### src/rtl/axis_pkg.sv
// -----------------------------------------------------------------------------
// axis_pkg
// Shared definitions for the AXI-Stream packet generator:
//   - default TDATA and packet-length widths
//   - FSM state encoding used by axis_pkt_gen
// -----------------------------------------------------------------------------
package axis_pkg;

    localparam int AXIS_DATA_WIDTH = 32;
    localparam int AXIS_LEN_WIDTH  = 16;

    typedef enum logic [0:0] {
        ST_IDLE = 1'b0,
        ST_SEND = 1'b1
    } state_e;

endpackage

### src/rtl/axis_pkt_gen.sv
// -----------------------------------------------------------------------------
// axis_pkt_gen
// AXI-Stream master that emits one packet per accepted start request.
// Beat k of a packet carries seed + k (mod 2^DATA_WIDTH). TLAST marks the
// final beat. done pulses for one cycle once a packet has finished, including
// a zero-length request, which emits no beats.
//
// Ports
//   ACLK, ARESETn       clock, asynchronous active-low reset
//   start               packet request, sampled only while idle
//   pkt_len, seed       beat count and first-beat data, captured with start
//   TDATA/TVALID/TLAST  stream outputs (all registered)
//   TREADY              downstream ready
//   busy                high while a packet is being sent
//   done                one-cycle completion pulse
//   pkt_cnt, beat_cnt   packets completed and beats transferred
//                       (only present when AXIS_PKT_GEN_STATS_EN is defined)
//
// Build option: define AXIS_PKT_GEN_STATS_EN to add the statistics counters.
// -----------------------------------------------------------------------------
import axis_pkg::*;

module axis_pkt_gen #(
    parameter int DATA_WIDTH = AXIS_DATA_WIDTH,
    parameter int LEN_WIDTH  = AXIS_LEN_WIDTH
) (
    input  logic                  ACLK,
    input  logic                  ARESETn,
    input  logic                  start,
    input  logic [LEN_WIDTH-1:0]  pkt_len,
    input  logic [DATA_WIDTH-1:0] seed,
    output logic [DATA_WIDTH-1:0] TDATA,
    output logic                  TVALID,
    output logic                  TLAST,
    input  logic                  TREADY,
    output logic                  busy,
    output logic                  done
`ifdef AXIS_PKT_GEN_STATS_EN
    ,
    output logic [31:0]           pkt_cnt,
    output logic [31:0]           beat_cnt
`endif
);

    state_e                state_q, state_d;
    // Beats still to send after the one currently on the bus; TLAST is
    // raised when this reaches zero, so a full-scale pkt_len fits.
    logic [LEN_WIDTH-1:0]  rem_q,    rem_d;
    logic [DATA_WIDTH-1:0] data_q,   data_d;
    logic                  tvalid_q, tvalid_d;
    logic                  tlast_q,  tlast_d;
    logic                  done_q,   done_d;
    logic                  xfer;

    assign xfer = tvalid_q & TREADY;

    always_comb begin
        state_d  = state_q;
        rem_d    = rem_q;
        data_d   = data_q;
        tvalid_d = tvalid_q;
        tlast_d  = tlast_q;
        done_d   = 1'b0;
        case (state_q)
            ST_IDLE: begin
                if (start) begin
                    if (pkt_len != '0) begin
                        state_d  = ST_SEND;
                        rem_d    = pkt_len - LEN_WIDTH'(1);
                        data_d   = seed;
                        tvalid_d = 1'b1;
                        tlast_d  = (pkt_len == LEN_WIDTH'(1));
                    end else begin
                        // Zero-length request completes without any beat.
                        done_d = 1'b1;
                    end
                end
            end
            ST_SEND: begin
                // start is deliberately not looked at here.
                if (xfer) begin
                    if (tlast_q) begin
                        state_d  = ST_IDLE;
                        tvalid_d = 1'b0;
                        tlast_d  = 1'b0;
                        done_d   = 1'b1;
                    end else begin
                        rem_d   = rem_q - LEN_WIDTH'(1);
                        data_d  = data_q + DATA_WIDTH'(1);
                        tlast_d = (rem_q == LEN_WIDTH'(1));
                    end
                end
            end
            default: state_d = ST_IDLE;
        endcase
    end

    always_ff @(posedge ACLK or negedge ARESETn) begin
        if (!ARESETn) begin
            state_q  <= ST_IDLE;
            rem_q    <= '0;
            data_q   <= '0;
            tvalid_q <= 1'b0;
            tlast_q  <= 1'b0;
            done_q   <= 1'b0;
        end else begin
            state_q  <= state_d;
            rem_q    <= rem_d;
            data_q   <= data_d;
            tvalid_q <= tvalid_d;
            tlast_q  <= tlast_d;
            done_q   <= done_d;
        end
    end

    assign TDATA  = data_q;
    assign TVALID = tvalid_q;
    assign TLAST  = tlast_q;
    assign busy   = (state_q == ST_SEND);
    assign done   = done_q;

`ifdef AXIS_PKT_GEN_STATS_EN
    logic [31:0] pkt_cnt_q,  pkt_cnt_d;
    logic [31:0] beat_cnt_q, beat_cnt_d;

    // Both counters wrap naturally at 2^32.
    always_comb begin
        pkt_cnt_d  = pkt_cnt_q  + {31'd0, done_d};
        beat_cnt_d = beat_cnt_q + {31'd0, xfer};
    end

    always_ff @(posedge ACLK or negedge ARESETn) begin
        if (!ARESETn) begin
            pkt_cnt_q  <= '0;
            beat_cnt_q <= '0;
        end else begin
            pkt_cnt_q  <= pkt_cnt_d;
            beat_cnt_q <= beat_cnt_d;
        end
    end

    assign pkt_cnt  = pkt_cnt_q;
    assign beat_cnt = beat_cnt_q;
`endif

endmodule

### config.mk
export PLATFORM = sky130hd
export DESIGN_NAME = axis_pkt_gen
export DESIGN_NICKNAME = d
export VERILOG_FILES = /design/src/rtl/axis_pkg.sv /design/src/rtl/axis_pkt_gen.sv
export SDC_FILE = /design/constraint.sdc
export NUM_CORES = 1
export LEC_CHECK = 0
export ABC_AREA = 1
export CORE_ASPECT_RATIO = 1.1
export CORE_MARGIN = 4
export CORE_UTILIZATION = 48
export DETAILED_ROUTE_END_ITERATION = 12
export PLACE_DENSITY = 0.78
export SKIP_CTS_REPAIR_TIMING = 1
export SLEW_MARGIN = 20
export SYNTH_ARGS = -nofsm -noshare
export SYNTH_HDL_FRONTEND = slang
export SYNTH_SLANG_ARGS = --single-unit
### constraint.sdc
create_clock -name ACLK -period 1.4 [get_ports ACLK]
set_input_delay 0.14 -clock ACLK [delete_from_list [all_inputs] [get_ports ACLK]]
set_output_delay 0.14 -clock ACLK [all_outputs]
set_load 0.03 [all_outputs]
# Yosys cells after proc, flatten, opt, wreduce, memory -nomap -nowiden
# Cells that the tools add are included.
# word_totals
register_bits	52
inputBits	52
word_cells	52
# op_classes
addsub	3
eq_ne	7
mux	30
bitwise_logic	2
reduce_logical	4
# op_table
cell	count
$mux 32	4
$mux 16	4
$pmux 32 s2	1
$add 32x1->32 const B	1
$eq 16x1->1 const B	2
$pmux 16 s2	1
$sub 16x1->16 const B	2
$mux 1	16
$reduce_bool 16->1	1
$pmux 1 s2	4
$reduce_and 4->1	2
$ne 2x2->1 const B	3
$ne 2x1->1 const B	2
$reduce_and 3->1	1
$and 1x1->1	1
$not 1->1	1

# Logic depth before layout (Yosys ltp)
# logic_depth
ltp_word	4
mapped_depth	12
mapped_depth_nobuf	11

# Worst setup path before layout
# OpenSTA, ideal clock, no wires.
# synth_timing
path_kind	reg2reg
startpoint	reg data_q[0] (netlist: TDATA[0])
endpoint	reg data_q[22] (netlist: TDATA[22])
setup_time_ps	117
t_arrival_ps	1600
required_ps	1283
slack_ps	-317
stages_incl_launch_ff	11
period_less_slack_ps	1717
path_cell_list	dfrtp_1 -> ha_1 -> nand2_1 -> nor2_4 -> nand2_1 -> nor2_1 -> nand3_1 -> nand3_1 -> nand2_1 -> nand2_1 -> nand2_1
# synth_via
elab_chain_cells	4
# synth_rtl
item	line	source
start: declaration	axis_pkt_gen.sv:49	logic [DATA_WIDTH-1:0] data_q, data_d;
start signal: assignment	axis_pkt_gen.sv:109	data_q <= data_d;
$add 32x1->32	axis_pkt_gen.sv:89	data_d = data_q + DATA_WIDTH'(1);
$mux 32	axis_pkt_gen.sv:82	if (tlast_q) begin
$mux 32	axis_pkt_gen.sv:81	if (xfer) begin
$pmux 32 s2	axis_pkt_gen.sv:64	case (state_q)
# No other way between the ends. The select of a mux whose other input is x is not followed.
# A chain may end at the register's enable or synchronous reset.

# Worst setup path after layout
# layout_timing
startpoint	reg data_q[1] (netlist: TDATA[1])
endpoint	reg data_q[22] (netlist: TDATA[22])
# The elaborated chain is that of the path after synthesis.

==> impl_metrics.env <==
export IMPL_dpl_hpwl_um=10700
export IMPL_grt_pass1_vias=5079
export IMPL_fin_crit_sh_pct=115
export IMPL_holdPathEnd="rem_q[0]"
export IMPL_drcViolationCount=0
export IMPL_multiInputGateArea_sq_mm=0.00301
export IMPL_rsz0062_at_grt="yes"
export IMPL_p_total_w=0.0139
export IMPL_syn_cell_area_sq_mm=0.00437
export IMPL_die_x_um=99.0
export IMPL_ios=88
export IMPL_async_reset_ff_share_pct=100
export IMPL_power_frac_clock_pct=7.9
export IMPL_h_tree_depth=2
export IMPL_start_util_pct=49.2
export IMPL_synth_edf_count=0
export IMPL_avgViaCountPerCell=5.25
export IMPL_reg2reg_depth=10
export IMPL_cpPeakStageDelay_ps=420
export IMPL_setup_violations=37
export IMPL_switching_power_w=0.00681
export IMPL_synth_most_common_cell="nand2_1"
export IMPL_synth_nets=780
export IMPL_clk_transition_reported_paths_ps=110
export IMPL_critPathTopFamily="simple AND/OR/NAND/NOR gates"
export IMPL_n_fill_cell=619
export IMPL_syn_inst=723
export IMPL_r2r_end="TDATA[22]"
export IMPL_internal_power_w=0.00707
export IMPL_clock_path_buffers=2
export IMPL_min_from="pkt_len[0]"
export IMPL_drt_total_wl_um=16000
export IMPL_antenna_cells=0
export IMPL_die_h_um=108
export IMPL_ys_warnings_count=0
export IMPL_vias=5521
export IMPL_critPathLaunchType="register"
export IMPL_track_usage_pct=25.4
export IMPL_path_depth=10
export IMPL_antenna_found_initial=0
export IMPL_avgSynthCellArea_sq_um=6.04
export IMPL_drtIter0Drc=287
export IMPL_path_cells="ha_4 > nand2_4 > nor2_4 > nand2_2 > nor2_4 > nand3_1 > nand3_1 > nand2_1 > nand2_1 > nand2_1"
export IMPL_outcome="complete, but fails checks"
export IMPL_synth_distinct_cells=35
export IMPL_switching_share_pct=49.1
export IMPL_failed_checks="negative setup slack"
export IMPL_tightest_slew_ps=350
export IMPL_die_area_sq_mm=0.0107
export IMPL_fp_coreArea_sq_mm=0.00887
export IMPL_synth_top_area_share_pct=29.8
export IMPL_r2r_start="TDATA[1]"
export IMPL_grt_start_max_net_pins=53
export IMPL_fin_nets=993
export IMPL_numCtsBuffers=5
export IMPL_drv_cap=0
export IMPL_wl_per_cell_um=15.3
export IMPL_syn_to_final_growth_pct=61.7
export IMPL_yosys_area_top_type="dfrtp_1"
export IMPL_synthTopCellsByCount="308 x nand2_1, 99 x nor2_1, 76 x nand3_1"
export IMPL_pre_cts_ws_ps=-534
export IMPL_critPathLaunch="TDATA[1]"
export IMPL_slew_viol_final=0
export IMPL_ys_ff_latch=52
export IMPL_seq_area_sq_mm=0.00133
export IMPL_io_buffers=87
export IMPL_ant_nets=0
export IMPL_p_leak_nw=3.89
export IMPL_cp_arrival_ps=1830
export IMPL_cts_tree="yes"
export IMPL_grt_first_pass_wirelength_um=22300
export IMPL_final_core_util_pct=79.6
export IMPL_drive_gt1_share_pct=30.4
export IMPL_hold_viol=0
export IMPL_cp_num_buf_inv=0
export IMPL_timing_worst_setup_path_type="register to register"
export IMPL_gp_congestion=0.966
export IMPL_power_density_mw_per_mm2=1970
export IMPL_crit_top_cell="nand2_1"
export IMPL_overflow=0
export IMPL_cp_max_fo=5
export IMPL_insertion_delay_ps=330
export IMPL_cts_root_buffer_cell="clkbuf_8"
export IMPL_clkSinkCount=52
export IMPL_pwr_share_comb_pct=70.6
export IMPL_cp_end_kind="register"
export IMPL_skew_ps=14.1
export IMPL_min_path_cells=5
export IMPL_regToRegSetupSlack_ps=-200
export IMPL_dr_pass1_iters=5
export IMPL_crit_path_top_delay_cell="dfrtp_2"
export IMPL_fin_crit_ps=1600
export IMPL_synth_area_leaders="dfrtp_1 30%, nand2_1 26%, nand3_1 8.7%"
export IMPL_seqPwrFrac_pct=21.5
export IMPL_clock_fmax_mhz=624
export IMPL_hold_class="primary input to register"
export IMPL_critical_path_required_ps=1620
export IMPL_ys_seq_area_share_pct=29.8
export IMPL_setup_ws_ps=-203
export IMPL_slew_headroom_pct=76.6
export IMPL_ys_flop_type="dfrtp_1"
export IMPL_vdd_drop_max_mv=1.03
export IMPL_num_rows=36
[cells in the final DEF, fill, tap and decap left out, types with 4 or more instances in the layout]
cell type / instances
o21ai_2: 17
nand4_1: 5
o21ai_0: 12
nand2_1: 295
inv_2: 11
nand3_2: 6
nand2_2: 18
nor2_2: 22
a21oi_1: 6
o21ai_1: 6
dlymetal6s2s_1: 46
buf_6: 7
dfrtp_2: 25
inv_1: 48
dfrtp_1: 27
nand3_4: 4
xor2_1: 5
buf_4: 120
clkdlybuf4s50_1: 38
nand3b_1: 10
nor2_4: 16
ha_4: 4
o21bai_1: 6
clkbuf_8: 5
buf_12: 11
nor2_1: 70
nand3_1: 69
[power by group through the flow]
stage                     sequential [W]  combinational [W]  clock, W
after floorplan                  0.00359            0.00432         0
after global placement           0.00287            0.00818         0
after detailed placement         0.00289            0.00843         0
after CTS                        0.00287            0.00845   0.00111
after global routing             0.00306             0.0106   0.00118
final                            0.00299            0.00979   0.00110
[worst register-to-register path: stages, from the launching register on]
cell	delay (ps)
dfrtp_2	420
ha_4	160
nand2_4	50
nor2_4	190
nand2_2	120
nor2_4	180
nand3_1	110
nand3_1	110
nand2_1	60
nand2_1	50
nand2_1	50
[cell families (layout without fill, tap and decap cells)]
| logic type | Yosys count | count (layout) | synth area share (%) |
|---|---|---|---|
| DFF | 52 | 52 | 29.8 |
| AOI/OAI and AO/OA | 52 | 52 | 7.79 |
| buffers and inverters | 82 | 296 | 8.51 |
| xor gates and xnor gates | 7 | 7 | 1.40 |
| adders and majority gates | 5 | 5 | 1.43 |
| and+or+nand+nor | 525 | 525 | 51.1 |
[worst max path at each step]
| stage | end | slack [ps] |
|---|---|---|
| global route | TDATA[22] | -290 |
| CTS | TDATA[2] | -290 |
| detailed placement | rem_q[8] | -530 |
| floorplan | TDATA[20] | -90 |
| finish | TDATA[22] | -200 |
| global placement | TDATA[2] | -430 |
[routing by layer]
layer / track usage (%) / part of all wire, %
met5: 0 / 0
met4: 8.10 / 3.7
met3: 3.48 / 4.9
met2: 49.0 / 54
met1: 28.5 / 38
[area by class of cell]
class,count,share of cell area (%)
clock buffer,6,1.03
clock inverter,2,0.496
inverter,62,3.51
multi-input combinational,589,42.6
sequential,52,18.9
tap,114,2.02
timing repair buffer,226,31.4
[state kept, by name, indices dropped and copies added (netlist names)]
signal and cells:
TDATA 32, rem_q 16, TLAST 1, TVALID 1
busy 1, done 1
[through the flow]
stage	TNS [ps]	hold slack, ps	cell area [sq um]	instances
2_1_floorplan	-889	-156	4470	723
3_3_place_gp	-18840	160	6280	1014
3_5_place_dp	-23640	162	6280	1014
4_1_cts	-14020	-192	6390	1022
5_1_grt	-7040	342	7060	1051
6_report	-3580	307	7060	1051
No activity file was read; power rests on OpenSTA's default activity.
==> edit 1: new RTL, same flow settings <==
Take the reset off `data_q` and load it in a clocked block of its own.
--- a/src/rtl/axis_pkt_gen.sv
+++ b/src/rtl/axis_pkt_gen.sv
@@ -99,18 +99,20 @@
         if (!ARESETn) begin
             state_q  <= ST_IDLE;
             rem_q    <= '0;
-            data_q   <= '0;
             tvalid_q <= 1'b0;
             tlast_q  <= 1'b0;
             done_q   <= 1'b0;
         end else begin
             state_q  <= state_d;
             rem_q    <= rem_d;
-            data_q   <= data_d;
             tvalid_q <= tvalid_d;
             tlast_q  <= tlast_d;
             done_q   <= done_d;
         end
+    end
+
+    always_ff @(posedge ACLK) begin
+        data_q <= data_d;
     end
 
     assign TDATA  = data_q;
Behaviour: not the same (a bounded check fails within 4 cycles, from zero or initial values and one cycle with ARESETn low).
==> edit 1 against the unedited design <==
  * The run still ends with setup timing left
  * Synthesized cell count is 14% lower
  * Wire length shrank 2.7%
  * Cell area shrank 3.0%
  * Global-route usage fell by 0.24 points
  * Critical path depth is 2 lower
  * Area after synthesis shrank 6.2%
  * Sequential share of layout area grew 2.6 points
  * Worst setup slack worse by 0.16 ns
  * Non-clock buffer count increased by 3
  * Sequential cell count unchanged
Power is left out: it rests on default switching activity, and per cell area and clock period it moved more than threefold.
==> edit 1: results (changes against the unedited design) <==
Status
  • Outcome: finished, violations left (unchanged)
  • Failing checks: setup timing (unchanged)

Synthesis
  • Largest cells by area after synthesis: nand2_1 24%, edfxtp_1 23%, dfrtp_1 12% (was dfrtp_1 30%, nand2_1 26%, nand3_1 8.7%)
  • Average size of a mapped cell: 6.58 um2 (was 6.04 um2)
  • Post-synth cell types: 36 (was 35)
  • Post-synthesis compound-gate area fraction: 5.99% (was 7.79%)
  • Seq/Total Area, Yosys: 35.7% (was 29.8%)
  • Ys flop type: edfxtp_1 (was dfrtp_1)
  • Leading area contributor after synthesis: nand2_1 (was dfrtp_1)
  • Synthesized Nets: 679 (was 780)
  • Post-synth EDFFs: 32 (was 0)
  • Post-synth top cells: 260 x nand2_1, 92 x nor2_1, 46 x nand3_1 (was 308 x nand2_1, 99 x nor2_1, 76 x nand3_1)
  • Async S/R FF share, synth: 38.5% (was 100%)

Global route
  • Met1 usage in global routing: 30.2% (was 28.5%)
  • Vias in the first global route: 4550 (was 5079)
  • GRT met3 Usage: 2.74% (was 3.48%)
  • Largest net degree at the start of global routing: 36 (was 53)
  • GRT Overall Usage: 25.2% (was 25.4%)
  • First-pass GRT wire length: 20400 um (was 22300 um)
  • Met2 Resource Use GR: 43.7% (was 49.0%)

STA
  • Clock skew: 0.00773 ns (was 0.0141 ns)
  • Final setup violating endpoints: 67 (was 37)
  • Slew @ Worst Pin: 0.372 ns (was 0.350 ns)
  • Final setup margin: -0.361 ns (was -0.203 ns)

Layout
  • Footprint of the multi-input gates: 2750 um2 (was 3010 um2)
  • Cell Count, Final, Fillers Out: 958 (was 1051)
  • Final #Nets: 903 (was 993)
  • Fillers: 467 (was 619)
  • Ratio of cells with drive above 1 in the final layout: 32.9% (was 30.4%)

Placement
  • GP Congestion: 0.902 (was 0.966)
  • Area after DPL: 5930 um2 (was 6280 um2)
  • Pre-CTS setup slack: -0.533 ns (was -0.534 ns)
  • Inst Count DP: 911 (was 1014)
  • DP HPWL: 9930 um (was 10700 um)

Routing
  • Via count: 5194 (was 5521)
  • DRT iter0 DRCs: 386 (was 287)
  • DR WL/cell: 16.3 um (was 15.3 um)

CTS
  • Clock Latency Late Sink: 0.31 ns (was 0.33 ns)

Worst setup path
  • CP max-delay cell: edfxtp_1 (was dfrtp_2)
  • WP data arrival: 1.93 ns (was 1.83 ns)

Worst hold path
  • Worst hold path type: input port to async pin (was input port to flop)
-- edit 1: cell types whose count changed in the layout (fill, tap and decap cells not counted), moves of 5 or more --
cell	unedited run	this run
nand3_1	69	42
nand2_1	295	233
dfrtp_1	27	13
inv_1	48	37
nand2_2	18	38
xnor2_1	2	9
dfrtp_2	25	7
o21ai_2	17	5
nand2_4	3	10
o21bai_1	6	1
o21ai_1	6	12
edfxtp_1	0	32
nor2_1	70	61
buf_12	11	4
-- edit 1: final cells by class --
type,instances,area share (%)
well taps,111,2.03
repair buffers,229,32.4
inverters,47,2.72
flip-flops and latches,52,21.5
clock inverters,2,0.183
clock buffers,6,1.06
multi-input cells,511,40.1
-- edit 1: routing by layer --
layer / share of wire [%] / wire length (um) / vias up
li1: - / - / 2418
met1: 34 / 5370 / 2351
met2: 52 / 8050 / 331
met3: 7.9 / 1230 / 94
met4: 6.2 / 962 / 0
met5: 0 / 0 / -
-- edit 1: logic make-up (layout without fill, tap and decap cells) --
logic type | Yosys count | after routing
AND/OR/NAND/NOR | 447 | 449
buffers and inverters | 61 | 284
flip-flops | 52 | 52
AO/OA/AOI/OAI | 42 | 42
XOR/XNOR | 15 | 15
adder cells (fa/ha/maj) | 5 | 5
-- edit 1: worst paths after layout --
check	start	slack, ns	endpoint	depth (start not counted)
worst max register to register	TDATA[0]	-0.36	TDATA[18]	8
worst min-delay path	ARESETn	0.17	rem_q[12]	2
max in group asynchronous	ARESETn	0.97	busy	2
worst min register to register	TVALID	0.57	TVALID	2
worst max-delay path	TDATA[0]	-0.36	TDATA[18]	8
min in group ACLK	pkt_len[15]	0.36	rem_q[15]	6
==> edit 2: new RTL, same flow settings <==
Without the edit above. Build with the macro `AXIS_PKT_GEN_STATS_EN` defined.
--- a/src/rtl/axis_pkt_gen.sv
+++ b/src/rtl/axis_pkt_gen.sv
@@ -18,6 +18,8 @@
 //
 // Build option: define AXIS_PKT_GEN_STATS_EN to add the statistics counters.
 // -----------------------------------------------------------------------------
+`define AXIS_PKT_GEN_STATS_EN
+
 import axis_pkg::*;
 
 module axis_pkt_gen #(
Formal check against the unedited RTL (old outputs only; new: beat_cnt and pkt_cnt): equivalent (Yosys induction, for registers that start in step).
==> edit 2 against the unedited design <==
  * The run still ends with setup timing left
  * Combinational power shrank 17%
  * Count of clock-buffer cells in the layout rose by 12
  * Cell area increased by 79%
  * Final cell count is 55% higher
  * Sequential cell count is 64 higher
  * Wire length grew 82%
  * Hold slack got worse by 0.12 ns
  * Total power grew 27%
  * Area after synthesis increased by 71%
  * Global-route usage increased by 1.5 points
  * Sequential power grew 65%
  * Worst setup slack got worse by 0.53 ns
  * Critical path type unchanged
==> edit 2: results (changes against the unedited design) <==
Placement
  • Area after DPL: 10900 um2 (was 6280 um2)
  • Pre-CTS setup slack: -1.33 ns (was -0.534 ns)
  • GP Congestion: 0.908 (was 0.966)

STA
  • Clock skew: 0.00888 ns (was 0.0141 ns)
  • Final setup violating endpoints: 111 (was 37)
  • Slew @ Worst Pin: 0.651 ns (was 0.350 ns)
  • Final setup margin: -0.733 ns (was -0.203 ns)

Worst setup path
  • Crit path capture: pkt_cnt[22] (was TDATA[22])
  • Crit path max fanout: 6 (was 5)
  • R2r startpoint: busy (was TDATA[1])

Layout
  • Signal buf overhead: 28.6% (was 31.4%)
  • Clkbuf count: 18 (was 6)
  • Seq Cell Count: 116 (was 52)
  • Multi-input gates: 834 (was 589)

Synthesis
  • Synthesized Nets: 1128 (was 780)
  • Average size of a mapped cell: 7.02 um2 (was 6.04 um2)
  • Post-synthesis compound-gate area fraction: 3.89% (was 7.79%)
  • Post-Synth Adder-Cell Area: 1.67% (was 1.43%)

Power
  • Max IR drop VDD: 1.25 mV (was 1.03 mV)
  • Sw frac: 39.4% (was 49.1%)

Worst hold path
  • Worst hold path type: input port to async pin (was input port to flop)

Status
  • Outcome: finished, violations left (unchanged)
  • Failing checks: setup timing (unchanged)

CTS
  • CTS buffer count: 17 (was 5)

Global route
  • Vias in the first global route: 8175 (was 5079)

Die
  • Die area: 17700 um2 (was 10700 um2)
edit 2: cell types whose count changed after synthesis, moves of 25 or more:
cell,before,now
inv_1,60,94
nor3_1,2,27
xor2_1,5,45
nor2_1,99,133
nand2_1,308,391
dfrtp_1,52,116
edit 2: worst min path at each step:
stage	start	endpoint	slack (ns)
2_1_floorplan	ARESETn	TDATA[0]	-0.16
3_3_place_gp	ARESETn	beat_cnt[10]	0.09
3_5_place_dp	ARESETn	beat_cnt[10]	0.1
4_1_cts	ARESETn	beat_cnt[10]	-0.36
5_1_grt	ARESETn	beat_cnt[10]	0.22
6_report	ARESETn	beat_cnt[10]	0.19
edit 2: routing by layer:
layer | wire length (um) | vias up | global-route usage (%) | share of wire [%]
met5 | 0 | - | 0 | 0
met4 | 1650 | 0 | 10.1 | 5.6
met3 | 2430 | 165 | 4.89 | 8.3
met2 | 14700 | 569 | 46.1 | 50
met1 | 10400 | 4216 | 33.6 | 36
li1 | - | 4095 | - | -
